==> src/rtl/instr_fetch_pkg.sv <==
`default_nettype none
// ============================================================================
// Module      : instr_fetch_pkg
// Description : Shared constants and entry type for the instruction fetch unit
// Revision    : 1.0 - initial release
// ============================================================================
package instr_fetch_pkg;

    localparam int INSTR_W    = 32;
    localparam int FIFO_DEPTH = 2;
    localparam int CNT_W      = 2;

    localparam logic [6:0] OP_BRANCH = 7'b110_0011;
    localparam logic [6:0] OP_JAL    = 7'b110_1111;
    localparam logic [6:0] OP_JALR   = 7'b110_0111;

    typedef struct packed {
        logic [INSTR_W-1:0] pc;
        logic [INSTR_W-1:0] instr;
`ifdef IF_PREDECODE_EN
        logic               is_ctrl;
`endif
    } fetch_entry_t;

    function automatic logic is_ctrl_op(input logic [6:0] op);
        return (op == OP_BRANCH) || (op == OP_JAL) || (op == OP_JALR);
    endfunction

endpackage
`default_nettype wire

==> src/rtl/fetch_fifo.sv <==
`default_nettype none
// ============================================================================
// Module      : fetch_fifo
// Description : Two-entry FIFO with synchronous reset and flush
// Revision    : 1.0 - initial release
// ============================================================================
module fetch_fifo
    import instr_fetch_pkg::*;
#(
    parameter int WIDTH = 64
) (
    input  logic             clk,
    input  logic             rst,
    input  logic             flush,
    input  logic             push,
    input  logic             pop,
    input  logic [WIDTH-1:0] din,
    output logic [WIDTH-1:0] dout,
    output logic             valid,
    output logic [CNT_W-1:0] count
);

    logic [WIDTH-1:0] r_mem [FIFO_DEPTH];
    logic             r_rd_ptr;
    logic             r_wr_ptr;
    logic [CNT_W-1:0] r_count;
    logic             w_push;
    logic             w_pop;

    assign w_push = push && (r_count != CNT_W'(FIFO_DEPTH));
    assign w_pop  = pop && (r_count != '0);

    always_ff @(posedge clk) begin
        if (w_push) begin
            r_mem[r_wr_ptr] <= din;
        end
    end

    // Flush has priority over any push/pop in the same cycle
    always_ff @(posedge clk) begin
        if (rst || flush) begin
            r_rd_ptr <= 1'b0;
            r_wr_ptr <= 1'b0;
            r_count  <= '0;
        end else begin
            if (w_push) r_wr_ptr <= ~r_wr_ptr;
            if (w_pop)  r_rd_ptr <= ~r_rd_ptr;
            r_count <= r_count + {1'b0, w_push} - {1'b0, w_pop};
        end
    end

    assign dout  = r_mem[r_rd_ptr];
    assign valid = (r_count != '0);
    assign count = r_count;

endmodule
`default_nettype wire

==> src/rtl/instr_fetch.sv <==
`default_nettype none
// ============================================================================
// Module      : instr_fetch
// Description : Credit-based instruction fetch with 2-entry decode buffer.
//               Define IF_PREDECODE_EN to add the o_IsCtrl predecode output.
// Revision    : 1.0 - initial release
// ============================================================================
module instr_fetch
    import instr_fetch_pkg::*;
#(
    parameter logic [31:0] RESET_PC = 32'h0000_0000
) (
    input  logic        i_clk,
    input  logic        i_rst,
    output logic        o_IReq,
    output logic [31:0] o_IAddr,
    input  logic        i_IGnt,
    input  logic        i_IRvalid,
    input  logic [31:0] i_IRdata,
    output logic        o_Valid,
    output logic [31:0] o_Instr,
    output logic [31:0] o_PC,
    input  logic        i_Ready,
    input  logic        i_Redirect,
    input  logic [31:0] i_Target
`ifdef IF_PREDECODE_EN
    ,
    output logic        o_IsCtrl
`endif
);

    localparam int ENTRY_W = $bits(fetch_entry_t);

    logic [31:0]        r_fetch_pc;
    logic [31:0]        r_out_pc;
    logic               r_outstanding;
    logic               w_fifo_valid;
    logic [CNT_W-1:0]   w_count;
    logic [CNT_W:0]     w_inflight;
    logic               w_pop;
    logic               w_push;
    logic               w_grant;
    fetch_entry_t       w_din;
    fetch_entry_t       w_head;
    logic [ENTRY_W-1:0] w_dout;
    logic               w_unused_tgt;

    assign w_unused_tgt = ^i_Target[1:0];

    assign o_Valid = w_fifo_valid && !i_rst;
    assign w_pop   = o_Valid && i_Ready;

    // Slots already claimed (buffered + in flight) after this cycle's pop
    assign w_inflight = {1'b0, w_count} + {{CNT_W{1'b0}}, r_outstanding}
                      - {{CNT_W{1'b0}}, w_pop};
    assign o_IReq   = !i_rst && !i_Redirect && (w_inflight < (CNT_W+1)'(FIFO_DEPTH));
    assign w_grant  = o_IReq && i_IGnt;
    assign w_push   = i_IRvalid && r_outstanding && !i_Redirect && !i_rst;
    assign o_IAddr  = r_fetch_pc;

    always_ff @(posedge i_clk) begin
        if (i_rst) begin
            r_fetch_pc    <= RESET_PC;
            r_out_pc      <= RESET_PC;
            r_outstanding <= 1'b0;
        end else if (i_Redirect) begin
            r_fetch_pc    <= {i_Target[31:2], 2'b00};
            r_outstanding <= 1'b0;
        end else begin
            if (w_grant) begin
                r_fetch_pc <= r_fetch_pc + 32'd4;
                r_out_pc   <= r_fetch_pc;
            end
            r_outstanding <= w_grant || (r_outstanding && !i_IRvalid);
        end
    end

    always_comb begin
        w_din       = '0;
        w_din.pc    = r_out_pc;
        w_din.instr = i_IRdata;
`ifdef IF_PREDECODE_EN
        w_din.is_ctrl = is_ctrl_op(i_IRdata[6:0]);
`endif
    end

    fetch_fifo #(
        .WIDTH (ENTRY_W)
    ) u_fifo (
        .clk   (i_clk),
        .rst   (i_rst),
        .flush (i_Redirect),
        .push  (w_push),
        .pop   (w_pop),
        .din   (w_din),
        .dout  (w_dout),
        .valid (w_fifo_valid),
        .count (w_count)
    );

    assign w_head  = fetch_entry_t'(w_dout);
    assign o_Instr = w_head.instr;
    assign o_PC    = w_head.pc;
`ifdef IF_PREDECODE_EN
    assign o_IsCtrl = o_Valid && w_head.is_ctrl;
`endif

endmodule
`default_nettype wire

==> config.mk <==
export PLATFORM = sky130hd
export DESIGN_NAME = instr_fetch
export DESIGN_NICKNAME = d
export VERILOG_FILES = /design/src/rtl/instr_fetch_pkg.sv /design/src/rtl/fetch_fifo.sv /design/src/rtl/instr_fetch.sv
export SDC_FILE = /design/constraint.sdc
export NUM_CORES = 1
export LEC_CHECK = 0
export BUFFER_PORTS_ARGS = -buffer_cell sky130_fd_sc_hd__buf_4
export CORE_MARGIN = 5
export CORE_UTILIZATION = 58
export DETAILED_ROUTE_END_ITERATION = 10
export PLACE_DENSITY = 0.84
export REMOVE_ABC_BUFFERS = 1
export SYNTH_ARGS = -nofsm -noshare
export SYNTH_HDL_FRONTEND = slang
export SYNTH_SLANG_ARGS = --single-unit
==> constraint.sdc <==
create_clock -name i_clk -period 9.4 [get_ports i_clk]
set_clock_uncertainty 0.05 [all_clocks]
set_input_delay 1.88 -clock i_clk [delete_from_list [all_inputs] [get_ports i_clk]]
set_output_delay 1.88 -clock i_clk [all_outputs]
set_load 0.05 [all_outputs]
# Word-level counts from Yosys, hierarchy flattened
# Memory sizes are Yosys's and may differ from the RTL's. A register that Yosys moved wholly into a read port is not among the register bits.
# Index checks and enable logic that the tools add are counted.
[word_totals]
reg_bits = 69
ramBits = 128
inputBits = 70
out_inout_bits = 98
elab_cells = 44
mem_count = 1
[memory_table]
columns = ["memory", "words", "width", "rd", "rd_clocked_by_memory_dff", "write_ports", "line", "rtl"]
rows = [
  ["u_fifo.r_mem", 2, 64, 1, 1, 1, "fetch_fifo.sv:23", "logic [WIDTH-1:0] r_mem [FIFO_DEPTH];"],
]
[op_classes]
add_sub_neg = 5
magnitude_cmp = 1
eq_ne = 1
muxes = 6
bitwise_logic = 3
reduce_logical = 20
[op_table]
columns = ["operator", "count"]
rows = [
  ["2-to-1 mux 32 bit", 2],
  ["adder 32 x 3 -> 32 bit, second input constant", 1],
  ["logical AND 1 bit", 11],
  ["2-to-1 mux 1 bit", 4],
  ["nonzero test 2 bit", 2],
  ["adder 2 x 1 -> 3 bit", 1],
  ["zero test 1 bit", 3],
  ["less-than comparator 3 x 2 -> 1 bit, second input constant", 1],
  ["NOT 1 bit", 3],
  ["subtractor 3 x 1 -> 3 bit", 1],
  ["adder 2 x 1 -> 2 bit", 1],
  ["logical OR 1 bit", 2],
  ["inequality test 2 bit, second input constant", 1],
  ["AND reduction 2 bit", 1],
  ["OR reduction 2 bit", 1],
  ["subtractor 2 x 1 -> 2 bit", 1],
]

# Depth between registers and ports, before layout
[depth]
word_depth = 9
depth_mapped = 13
ltp_nobuf = 11

# Hierarchy
# A second synthesis with hierarchy kept.
[hier_totals]
cells_unflattened = 619
hier_area_um2 = 8199.1
[by_module_without_submodules]
columns = ["mod", "instances", "cells_each", "area_per_inst_um2", "seq_area_each_um2"]
rows = [
  ["fetch_fifo", 1, 227, 5170.0, 3943.8],
  ["instr_fetch", 1, 392, 3029.2, 1221.2],
]

# Worst setup path after synthesis
# Ideal clock, no wire load.
[synth_timing]
path_kind = "input -> output"
from = "input i_rst"
to = "output o_IReq"
arrival_ns = 4.282
required_time_ns = 7.470
path_slack_ns = 3.188
cell_stages = 7
n_path_buf = 0
cell_sequence = "nor2_1 -> and2_1 -> ha_1 -> nand2b_1 -> fa_1 -> xnor2_1 -> and3_1"
[synth_between]
elab_chain_cells = 6
elab_cells_between_ends = 7
classes_between = "add/sub (1); order compare (1); reduce/logical (5)"
[synth_lines]
columns = ["item", "line", "rtl"]
rows = [
  ["from (decl)", "instr_fetch.sv:14", "input logic i_rst,"],
  ["zero test 1 bit *", "instr_fetch.sv:50, instr_fetch.sv:56", ""],
  ["logical AND 1 bit", "instr_fetch.sv:50", "assign o_Valid = w_fifo_valid && !i_rst;"],
  ["logical AND 1 bit", "instr_fetch.sv:51", "assign w_pop = o_Valid && i_Ready;"],
  ["subtractor 3 x 1 -> 3 bit", "instr_fetch.sv:55", "- {{CNT_W{1'b0}}, w_pop};"],
  ["less-than comparator 3 x 2 -> 1 bit", "instr_fetch.sv:56", "assign o_IReq = !i_rst && !i_Redirect && (w_inflight < (CNT_W+1)'(FIFO_DEPTH));"],
  ["logical AND 1 bit *", "instr_fetch.sv:56", ""],
  ["to (decl)", "instr_fetch.sv:15", "output logic o_IReq,"],
]
# Every way passes the cells marked *; elsewhere a longest branch is shown, timed or not.

# Final worst setup path
# Ends and elaborated chain as after synthesis.

==> summary.md <==
| Metric | Value |
|---|---|
| Run status | `finished clean` |
| Area share of fa/ha/maj cells after synthesis | `0.00909` |
| Worst-Skew Late Latency | `~0.42 ns` |
| Clock Tree Root | `clkbuf_16` |
| RSZ-0062 raised after global routing | `no` |
| Hold Crit Depth | `0` |
| Top_reg_cell synth | `edfxtp_1` |
| Initial antenna violation count | `0` |
| Reg2Reg Depth | `11` |
| Die area | `around 16000 sq um` |
| Core region area | `13100 sq um` |
| Clock transition at path regs | `around 0.07 ns` |
| Synth async-reset ratio | `0` |
| Drt via density | `5.66` |
| Area grow syn2layout | `24.5%` |
| Initial Util | `0.587` |
| Most frequent cells in the layout | `165 x buf_4, 124 x edfxtp_1, 81 x nand2_1, 65 x dfxtp_1, 62 x mux2_2` |
| Endpoints failing setup | `0` |
| CTS Hold Bufs | `0` |
| Register area share after synthesis | `0.655` |
| Pleak | `3.57 nW` |
| Top-level port count | `approximately 170` |
| Synthesized instance count | `604` |
| Num CTS Buffers | `17` |
| Vias | `5319` |
| FP Rows | `42` |
| Fin crit period | `between 6 and 7 ns` |
| TritonCTS clock tree | `built` |
| Maximum clock frequency | `158 MHz` |
| Crit end category | `output port` |
| # fillers | `approximately 890` |
| DIE HEIGHT | `between 100 and 150 um` |
| Drt pass-1 iters | `5` |
| R2R Path Start | `u_fifo.count[1]` |
| Required time worst endpoint | `about 7.5 ns` |
| Final wirelength | `between 15000 and 20000 um` |
| DRC errors left | `0` |
| First-pass GRT wire length | `between 20000 and 30000 um` |
| Number of enable flip-flop cells after synthesis | `between 100 and 150` |
| Mux share of post-synthesis cell area | `0.0925` |
| Startpoint types | `primary input` |
| YS warnings | `0` |
| Number of diodes | `0` |
| Post-CTS sizing | `0` |
| Post-place instance area | `between 8000 and 9000 sq um` |
| Worst setup margin | `~3 ns` |
| Post-Layout Inst Area | `between 9000 and 10000 sq um` |
| Yosys cell types | `between 40 and 50` |
| Postcts setup bufs | `0` |
| Combinational family with the most area after synthesis | `simple AND/OR/NAND/NOR gates` |
| Layout cells sized above 1 | `0.351` |
| # Max-Cap Violations | `0` |
| PortBufs | `approximately 160` |
| Final Hold Vio Count | `0` |
| Max FO, Critical Path | `69` |
| Placer Congestion | `approximately 0.9` |
| Hold Crit Class | `flop to flop` |
| XOR/XNOR Fraction of Synth Area | `0.0205` |
| Synth Area in Compound Gates | `0.0703` |
| DP HPWL | `11200 um` |
| Syn Area/Cell | `between 10 and 15 sq um` |
| All-Layer GR Usage | `0.223` |
| CTS sink cnt | `190` |
| Critical Path Source | `i_rst` |
| Min Hold Slack | `roughly 0.41 ns` |
| Vias in the first global route | `between 5k and 6k` |
| Dpl ws | `about 3.1 ns` |
| Clock Tree Buf Depth | `2` |
| Grt ovf | `0` |
| Nets | `just over 800` |
| Final period util | `0.673` |
| Peak supply drop | `89.9 uV` |
| Antenna violation net count after detailed routing | `0` |
| Setup tns final | `0 ns` |
| Commonest non-fill, non-tap cell in the layout | `buf_4` |
| Final core utilization | `0.731` |
| H-tree depth | `4` |
| Routed wire per std cell | `between 15 and 20 um` |
| Yosys reg bits | `190` |
| Crit Path Class | `primary input to output port` |
| Relative slew margins | `0.405` |
| Pwr dens | `approximately 180 nW/um^2` |
| Die width | `125 um` |
| DR iter-0 viols | `between 400 and 500` |
| Simple-Gate Fraction of Synth Area | `0.121` |
| Measured slew at the worst slew-check pin | `between 0.8 and 0.9 ns` |
| Final Max Tran Viols | `0` |
| Largest net degree at the start of global routing | `70` |
| Worst EP arrival | `between 4 and 5 ns` |
| Netlist Area Pre-Place | `about 7700 sq um` |
| Worst Hold Launch | `r_out_pc[9]` |
-- worst paths after layout --
path | to | slack (ns)
worst min register to register | u_fifo.r_mem[1][41] | 0.41
worst min-delay path | u_fifo.r_mem[1][41] | 0.41
worst max-delay path | o_IReq | 3.07
worst max register to register | o_IAddr[25] | 5.62
-- synthesized netlist by cell type, types with 10 or more instances --
cell type / number / area (sq um)
dfxtp_1: 66 / 1320
nand3_1: 13 / 65.1
nor2_1: 20 / 75.1
clkbuf_1: 24 / 90.1
nor3_1: 11 / 55.1
edfxtp_1: 124 / 3720
a21oi_1: 47 / 235
nand4_1: 15 / 93.8
a31oi_1: 14 / 87.6
mux2_2: 62 / 698
and2_1: 13 / 81.3
nand2_1: 82 / 308
xor2_1: 10 / 87.6
-- metal layers --
metal  vias up  track usage  routed length (um)
met5         -            0                   0
met4         0       0.0804                 296
met3        25       0.0525                1220
met2       234        0.374                8560
met1      2556        0.286                7170
li1       2504            -                   -
-- critical path, stage by stage --
cell and delay, ns:
buf_4 0.55, nor2_1 0.17, and2_1 0.20, ha_1 0.26, nand2b_1 0.16, fa_1 0.39
xnor2_1 0.35, and3_1 0.22, buf_4 0.19
-- cells by family (layout without fill, tap and decap cells) --
family	Yosys count	after routing
AOI/OAI and AO/OA	93	93
xor gates and xnor gates	18	18
adders and majority gates	5	5
buffers and inverters	50	206
DFF	190	190
muxes	63	63
other	1	4
and+or+nand+nor	184	184
-- state kept, by name (all words and copies together), names as in the netlist, named ones only --
| register | flops |
|---|---|
| o_IAddr | 30 |
| u_fifo.r_rd_ptr | 1 |
| u_fifo.r_mem | 124 |
| u_fifo.count | 2 |
| r_outstanding | 1 |
| u_fifo.r_wr_ptr | 1 |
| r_out_pc | 30 |
-- where the power goes --
part           switching, W  internal [W]  leakage [nW]
logic             0.0000724     0.0000421          1.58
registers         0.0000174      0.000896          1.70
clock network      0.000299      0.000444         0.297
-- through the flow --
step                      cells  power [W]
after floorplan             566   0.000987
after global placement      907    0.00104
after detailed placement    907    0.00104
after CTS                   939    0.00178
after global routing        939    0.00183
final                       939    0.00177
-- area by class of cell --
cell class / instances / area [sq um] / share of cell area
inverter: 9 / 33.8 / 0.00352
tap: 176 / 220 / 0.0229
sequential: 190 / 5050 / 0.526
clock buffer: 17 / 425 / 0.0443
timing repair buffer: 165 / 1240 / 0.129
clock inverter: 15 / 193 / 0.0201
multi-input combinational: 367 / 2440 / 0.254
No activity file was read; power rests on OpenSTA's default activity.
